### config.mk
export PLATFORM = sky130hd
export DESIGN_NAME = pipe_reg
export DESIGN_NICKNAME = d
export VERILOG_FILES = /design/src/rtl/pipe_reg_pkg.sv /design/src/rtl/pipe_reg_stage.sv /design/src/rtl/pipe_reg.sv
export SDC_FILE = /design/constraint.sdc
export NUM_CORES = 1
export LEC_CHECK = 0
export ABC_AREA = 1
export BUFFER_PORTS_ARGS = -buffer_cell sky130_fd_sc_hd__buf_2
export CAP_MARGIN = 0
export CORE_MARGIN = 3
export CORE_UTILIZATION = 48
export CTS_BUF_LIST = sky130_fd_sc_hd__clkbuf_4 sky130_fd_sc_hd__clkbuf_8 sky130_fd_sc_hd__clkbuf_16
export DETAILED_ROUTE_END_ITERATION = 8
export PLACE_DENSITY_LB_ADDON = 0.1
export SLEW_MARGIN = 10
export SYNTH_ARGS = -nofsm -noshare
export SYNTH_HDL_FRONTEND = slang
export SYNTH_SLANG_ARGS = --single-unit
### constraint.sdc
create_clock -name clk -period 1.5 [get_ports clk]
set_input_delay 0.15 -clock clk [delete_from_list [all_inputs] [get_ports clk]]
set_output_delay 0.15 -clock clk [all_outputs]
set_load 0.02 [all_outputs]
### src/rtl/pipe_reg_pkg.sv
// pipe_reg_pkg: shared helpers for the elastic pipeline register.
// The per-stage record (valid bit plus data) depends on WIDTH, so it is
// declared inside pipe_reg_stage where WIDTH is known.
package pipe_reg_pkg;

  // Width of a counter able to hold 0..depth inclusive.
  function automatic int occ_width(input int depth);
    return (depth < 1) ? 1 : $clog2(depth + 1);
  endfunction

endpackage

### src/rtl/pipe_reg_stage.sv
// pipe_reg_stage: one pipeline slot holding a valid bit and a data word.
// load wins over clear; clear only drops the valid bit and leaves the data,
// since data in an empty slot is never looked at downstream.
module pipe_reg_stage
  import pipe_reg_pkg::*;
#(
  parameter int               WIDTH = 8,
  parameter logic [WIDTH-1:0] INIT  = '0
) (
  input  logic             clk,
  input  logic             rst,
  input  logic             load,
  input  logic             clear,
  input  logic [WIDTH-1:0] load_data,
  output logic             valid,
  output logic [WIDTH-1:0] data
);

  typedef struct packed {
    logic             valid;
    logic [WIDTH-1:0] data;
  } stage_rec_t;

  stage_rec_t stage_q;
  stage_rec_t stage_d;

  // Next slot contents: take new data on load, otherwise optionally empty it.
  always_comb begin
    stage_d = stage_q;
    if (load) begin
      stage_d.valid = 1'b1;
      stage_d.data  = load_data;
    end else if (clear) begin
      stage_d.valid = 1'b0;
    end
  end

  // Slot register; reset empties the slot and restores the init word.
  always_ff @(posedge clk or posedge rst) begin
    if (rst) begin
      stage_q.valid <= 1'b0;
      stage_q.data  <= INIT;
    end else begin
      stage_q <= stage_d;
    end
  end

  assign valid = stage_q.valid;
  assign data  = stage_q.data;

endmodule

### src/rtl/pipe_reg.sv
// pipe_reg: WIDTH x DEPTH elastic pipeline register with valid/ready
// handshake, bubble collapsing, global enable and synchronous flush.
// Optional feature macro: PIPE_REG_OCC_EN adds the registered occupancy port.
// Note: in_ready is combinational from out_ready through the move chain, so
// callers must not feed in_ready back into out_ready.
module pipe_reg
  import pipe_reg_pkg::*;
#(
  parameter int               WIDTH = 8,
  parameter int               DEPTH = 2,
  parameter logic [WIDTH-1:0] INIT  = '0
) (
  input  logic                         clk,
  input  logic                         rst,
  input  logic                         en,
  input  logic                         flush,
  input  logic                         in_valid,
  input  logic [WIDTH-1:0]             in_data,
  output logic                         in_ready,
  output logic                         out_valid,
  output logic [WIDTH-1:0]             out_data,
`ifdef PIPE_REG_OCC_EN
  output logic [occ_width(DEPTH)-1:0]  occupancy,
`endif
  input  logic                         out_ready
);

  logic                        active;
  logic                        head_free;
  logic                        accept;
  logic [DEPTH-1:0]            move;
  logic [DEPTH-1:0]            stage_valid;
  logic [DEPTH-1:0]            stage_load;
  logic [DEPTH-1:0]            stage_clear;
  logic [DEPTH-1:0][WIDTH-1:0] stage_data;
  logic [DEPTH-1:0][WIDTH-1:0] stage_load_data;

  assign active = en & ~flush;

  // Move chain, walked from the output side back to the input side: a stage
  // advances when it holds data and the slot ahead is empty or itself moving.
  always_comb begin
    logic go;
    move = '0;
    go   = out_ready;
    for (int i = DEPTH - 1; i >= 0; i--) begin
      move[i] = active & stage_valid[i] & go;
      go      = ~stage_valid[i] | move[i];
    end
    head_free = go;
  end

  assign in_ready  = active & ~rst & head_free;
  assign accept    = in_valid & in_ready;
  assign out_valid = active & stage_valid[DEPTH-1];
  assign out_data  = stage_data[DEPTH-1];

  // Per-stage load/clear: each slot loads from its upstream neighbour (or the
  // producer) and empties when its own item leaves; flush empties them all.
  always_comb begin
    stage_load         = '0;
    stage_clear        = '0;
    stage_load_data    = '0;
    stage_load[0]      = accept;
    stage_load_data[0] = in_data;
    stage_clear[0]     = flush | move[0];
    for (int i = 1; i < DEPTH; i++) begin
      stage_load[i]      = move[i-1];
      stage_load_data[i] = stage_data[i-1];
      stage_clear[i]     = flush | move[i];
    end
  end

  for (genvar g = 0; g < DEPTH; g++) begin : g_stage
    pipe_reg_stage #(
      .WIDTH (WIDTH),
      .INIT  (INIT)
    ) u_stage (
      .clk       (clk),
      .rst       (rst),
      .load      (stage_load[g]),
      .clear     (stage_clear[g]),
      .load_data (stage_load_data[g]),
      .valid     (stage_valid[g]),
      .data      (stage_data[g])
    );
  end

`ifdef PIPE_REG_OCC_EN
  localparam int OCC_W = occ_width(DEPTH);

  logic             drain;
  logic [OCC_W-1:0] occ_q;
  logic [OCC_W-1:0] occ_d;

  assign drain = move[DEPTH-1];

  // Item count: up on accept alone, down on drain alone, zero on flush.
  always_comb begin
    occ_d = occ_q;
    if (flush) begin
      occ_d = '0;
    end else if (accept & ~drain) begin
      occ_d = occ_q + OCC_W'(1);
    end else if (drain & ~accept) begin
      occ_d = occ_q - OCC_W'(1);
    end
  end

  // Occupancy register, cleared by reset.
  always_ff @(posedge clk or posedge rst) begin
    if (rst) begin
      occ_q <= '0;
    end else begin
      occ_q <= occ_d;
    end
  end

  assign occupancy = occ_q;

`ifndef SYNTHESIS
  a_occ_matches_valid : assert property (@(posedge clk) disable iff (rst)
    occ_q == OCC_W'($countones(stage_valid)));
`endif
`else
  // No occupancy counter in this build; the pipeline itself is unchanged.
`endif

endmodule

; Word-level counts from Yosys, hierarchy flattened
; Cells that the tools add are included.
[classes]
muxes = 4
n_bitwise = 16
n_reduce_logical = 2
[op_table]
columns = cell, n
row1 = $and 1x1->1, 8
row2 = $mux 1, 4
row3 = $not 1->1, 4
row4 = $or 1x1->1, 4
row5 = $reduce_bool 2->1, 2
[word_totals]
reg_bits = 18
in_bits = 14
wordCells = 26

; Depth between registers and ports, before layout
[depth]
word_depth = 10
mapped_depth = 8
mapped_depth_nobuf = 8

; Cells and area by module
; Synthesis repeated with hierarchy kept, for this count alone.
[hier_totals]
hier_cells = 95
hier_area_um2 = 784.5
[modules_own_cells]
columns = module, n_inst, cells_per_inst, area_each_um2, seq_area_each_um2
row1 = pipe_reg_stage, 2, 39, 345.3, 225.2
row2 = pipe_reg, 1, 17, 93.8, 0.0

; Worst setup path before layout
; Ideal clock, no wire load.
[synth_timing]
kind = register -> output
from = register, netlist name g_stage[0].u_stage.valid
to = output port in_ready
arrival_time_ns = 1.238
required_time_ns = 1.350
path_slack_ns = 0.112
stages_incl_launch_ff = 6
n_path_buf = 1
path_cell_list = dfrtp_1 -> inv_1 -> nor2_8 -> nand2_4 -> buf_2 -> a21boi_1
[synth_via]
elab_chain_len = 4
word_cells_on_any_way = 5
classes_between = 5 x bitwise
[synth_lines]
columns = item, line_no
row1 = $and 1x1->1 (2 in a row), pipe_reg.sv:47  ; move[i] = active & stage_valid[i] & go;
row2 = $or 1x1->1 *, pipe_reg.sv:48  ; go = ~stage_valid[i] | move[i];
row3 = $and 1x1->1 *, pipe_reg.sv:53  ; assign in_ready = active & ~rst & head_free;
row4 = to (decl), pipe_reg.sv:19  ; output logic in_ready,
; Mark *: on every way between the ends. The rest lies on a longest branch, timed or not.

; Worst setup path in the final report
[layout_timing]
from = register, netlist name g_stage[0].u_stage.valid
to = output port in_ready
[layout_via]
elab_chain_len = 4
word_cells_on_any_way = 5
classes_between = 5 x bitwise
[layout_lines]
columns = item, line_no
row1 = $and 1x1->1 (2 in a row), pipe_reg.sv:47
row2 = $or 1x1->1 *, pipe_reg.sv:48
row3 = $and 1x1->1 *, pipe_reg.sv:53
; Marked as above.

==> impl_metrics.json <==
{
  "status": "finished, final reports clean",
  "core_um2": 1540,
  "fmax_mhz": 699,
  "port_buffers": 23,
  "n_fill_cell": 122,
  "synth_warnings": 0,
  "synth.net_count": 98,
  "use_met3_pct": 4.60,
  "cts_buffers": 3,
  "routed_wl_um": 1530,
  "netlist_area_um2": 801,
  "h-tree-depth": 1,
  "synth_top_cell_by_area": "dfrtp_1",
  "area_delta_synth_final_pct": 28.0,
  "fin_crit_ps": 1430,
  "p_leak_nw": 0.581,
  "critPathKind": "reg2out",
  "drv_slew": 0,
  "startpoint_type": "register",
  "critPathRequiredTime_ps": 1350,
  "dr.first_iter.drc_count": 26,
  "route.detailed.drc": 0,
  "place.gp.congestion": 0.728,
  "ys_seq_elements": 18,
  "rsz0062_at_grt": "false",
  "r2r-start": "g_stage[0].u_stage.valid$_DFFE_PP0P_",
  "num_vias": 671,
  "hp-class": "in2reg",
  "grtUsageTotal_pct": 16.7,
  "antenna_left": 0,
  "finish.utilization_pct": 66.5,
  "grt_max_degree": 19,
  "antennaDiodeCount": 0,
  "whs_endpoint": "g_stage[0].u_stage.valid$_DFFE_PP0P_",
  "grt_pass1_vias": 568,
  "die_area_um2": 2190,
  "clock_path_buffers": 2,
  "gr-total-overflow": 0,
  "tightest_slew_ps": 644,
  "start_util_pct": 51.9,
  "synth_cells": 84,
  "cts_sinks": 18,
  "reg2reg_depth": 7,
  "power_mw": 1.23,
  "grt_util_met1_pct": 23.1,
  "multi_input_area_um2": 338,
  "min_path_cells": 2,
  "finalHoldViolCount": 0,
  "synthTopCellsByArea": "dfrtp_1 (56%), nand2_1 (15%), nand4_1 (6.3%)",
  "instances_no_fill": 131,
  "die_w_um": 46.8,
  "skew_ps": 0.449,
  "clk_pin_slew_ps": 100,
  "synth.distinct_cells": 15,
  "finalSetupViolCount": 0,
  "mostFrequentLayoutCells": "nand2_1 (32), buf_2 (22), dfrtp_1 (18)",
  "grt_pass1_wl_um": 2550,
  "rows": 14,
  "arrival_ps": 1280,
  "whs_ps": 65.1,
  "final_common_cell": "nand2_1",
  "power_density_nw_per_um2": 1200,
  "fin_crit_sh_pct": 95.3,
  "synth_top_area_share_pct": 56.3,
  "wire_per_inst_um": 11.6,
  "top_usage_layer": "met2",
  "tns_ps": 0,
  "cts_tree": "done",
  "clock-root-buffer": "clkbuf_4",
  "grtUsageMet2_pct": 23.8,
  "antenna_found_initial": 0,
  "dp_cells": 122,
  "dr.pass1.iters": 4,
  "clock_latency_ps": 290,
  "hp-start": "flush",
  "ios": 24,
  "post-dp-hpwl_um": 1120,
  "rrSetupSlack_ps": 300,
  "critPathMaxFanout": 11,
  "drive_gt1_share_pct": 35.7,
  "irDropWorstVdd_uv": 583,
  "fin_nets": 130,
  "r2r_end": "g_stage[0].u_stage.data[7]$_DFFE_PP0P_",
  "yosysSeqAreaShare_pct": 56.3,
  "cap_violations": 0,
  "die_h_um": 46.8,
  "relSlewSlack_pct": 57.0,
  "via_per_inst": 5.12,
  "syn_avg_cell_area_um2": 9.53,
  "crit_path_end_kind": "output port",
  "regArea_um2": 450
}
## metrics by stage
stage	cell area, um^2	setup slack [ps]
5_1_grt	1020	1.73
3_3_place_gp	933	196
4_1_cts	990	2.81
6_report	1020	70.2
2_1_floorplan	801	112
3_5_place_dp	933	157
## where the power goes
group	internal (mW)	switching (mW)	total (mW)	leakage (nW)
Clock	0.148	0.148	0.296	0.0210
Sequential	0.585	0.0559	0.640	0.234
Combinational	0.107	0.186	0.293	0.326
Total	0.840	0.389	1.23	0.581
## worst max-delay path by stage
stage	startpoint	depth (start not counted)	slack (ps)	endpoint
after floorplan	g_stage[0].u_stage.valid$_DFFE_PP0P_	5	110	in_ready
after global placement	g_stage[0].u_stage.valid$_DFFE_PP0P_	7	200	g_stage[0].u_stage.data[6]$_DFFE_PP0P_
after detailed placement	g_stage[0].u_stage.valid$_DFFE_PP0P_	7	160	g_stage[0].u_stage.data[7]$_DFFE_PP0P_
after CTS	g_stage[0].u_stage.valid$_DFFE_PP0P_	5	3	in_ready
after global routing	g_stage[0].u_stage.valid$_DFFE_PP0P_	5	2	in_ready
final	g_stage[0].u_stage.valid$_DFFE_PP0P_	5	70	in_ready
## routing by layer
metal / wire, um / up-vias / share of wire, %
met4: 22 / 0 / 1.4
met2: 703 / 23 / 46
met3: 106 / 4 / 6.9
met5: 0 / - / 0
met1: 694 / 304 / 45
li1: - / 340 / -
## timing repair
action	in CTS	in global routing
endpoints found under the setup margin	1	1
cloned	0	0
gates resized for setup	1	3
hold buffers	1	0
setup buffers	1	3
hold endpoints to repair	18	0
pin swaps	1	1
## sequential cells by signal, summed over array words and instances, names as in the netlist
signal and cells:
g_stage.u_stage.data 16, g_stage.u_stage.valid 2
## critical path: stages (launching register included)
cell,delay (ps)
dfrtp_1,380
inv_2,70
nor2_8,160
nand2_8,100
a21boi_2,130
buf_4,150
## kinds of logic (layout without fill, tap and decap cells)
family,after synthesis,after routing,synth area share [%]
and+or+nand+nor,57,57,38.4
DFF,18,18,56.2
AOI/OAI and AO/OA,3,3,2.19
buffers and inverters,6,37,3.12
## cell type report
class                           instances  share of cell area, %
Inverter                                4                   1.47
Multi-Input combinational cell         60                   33.0
Sequential cell                        18                   44.0
Timing Repair Buffer                   29                   16.1
Tap cell                               16                   1.95
Clock buffer                            4                   3.54
## cells in the mapped netlist
cell type and count:
nor2_4 1, nand2_1 32, nor2_1 1, nor2_8 1, o21ai_0 1, inv_1 4
o21ai_1 1, dfrtp_1 18, nand3_4 1, nand4_1 8, nand2_2 1, nand2_4 3
a21boi_1 1, buf_2 2, nand3_1 9
(Power assumes the default switching activity.)
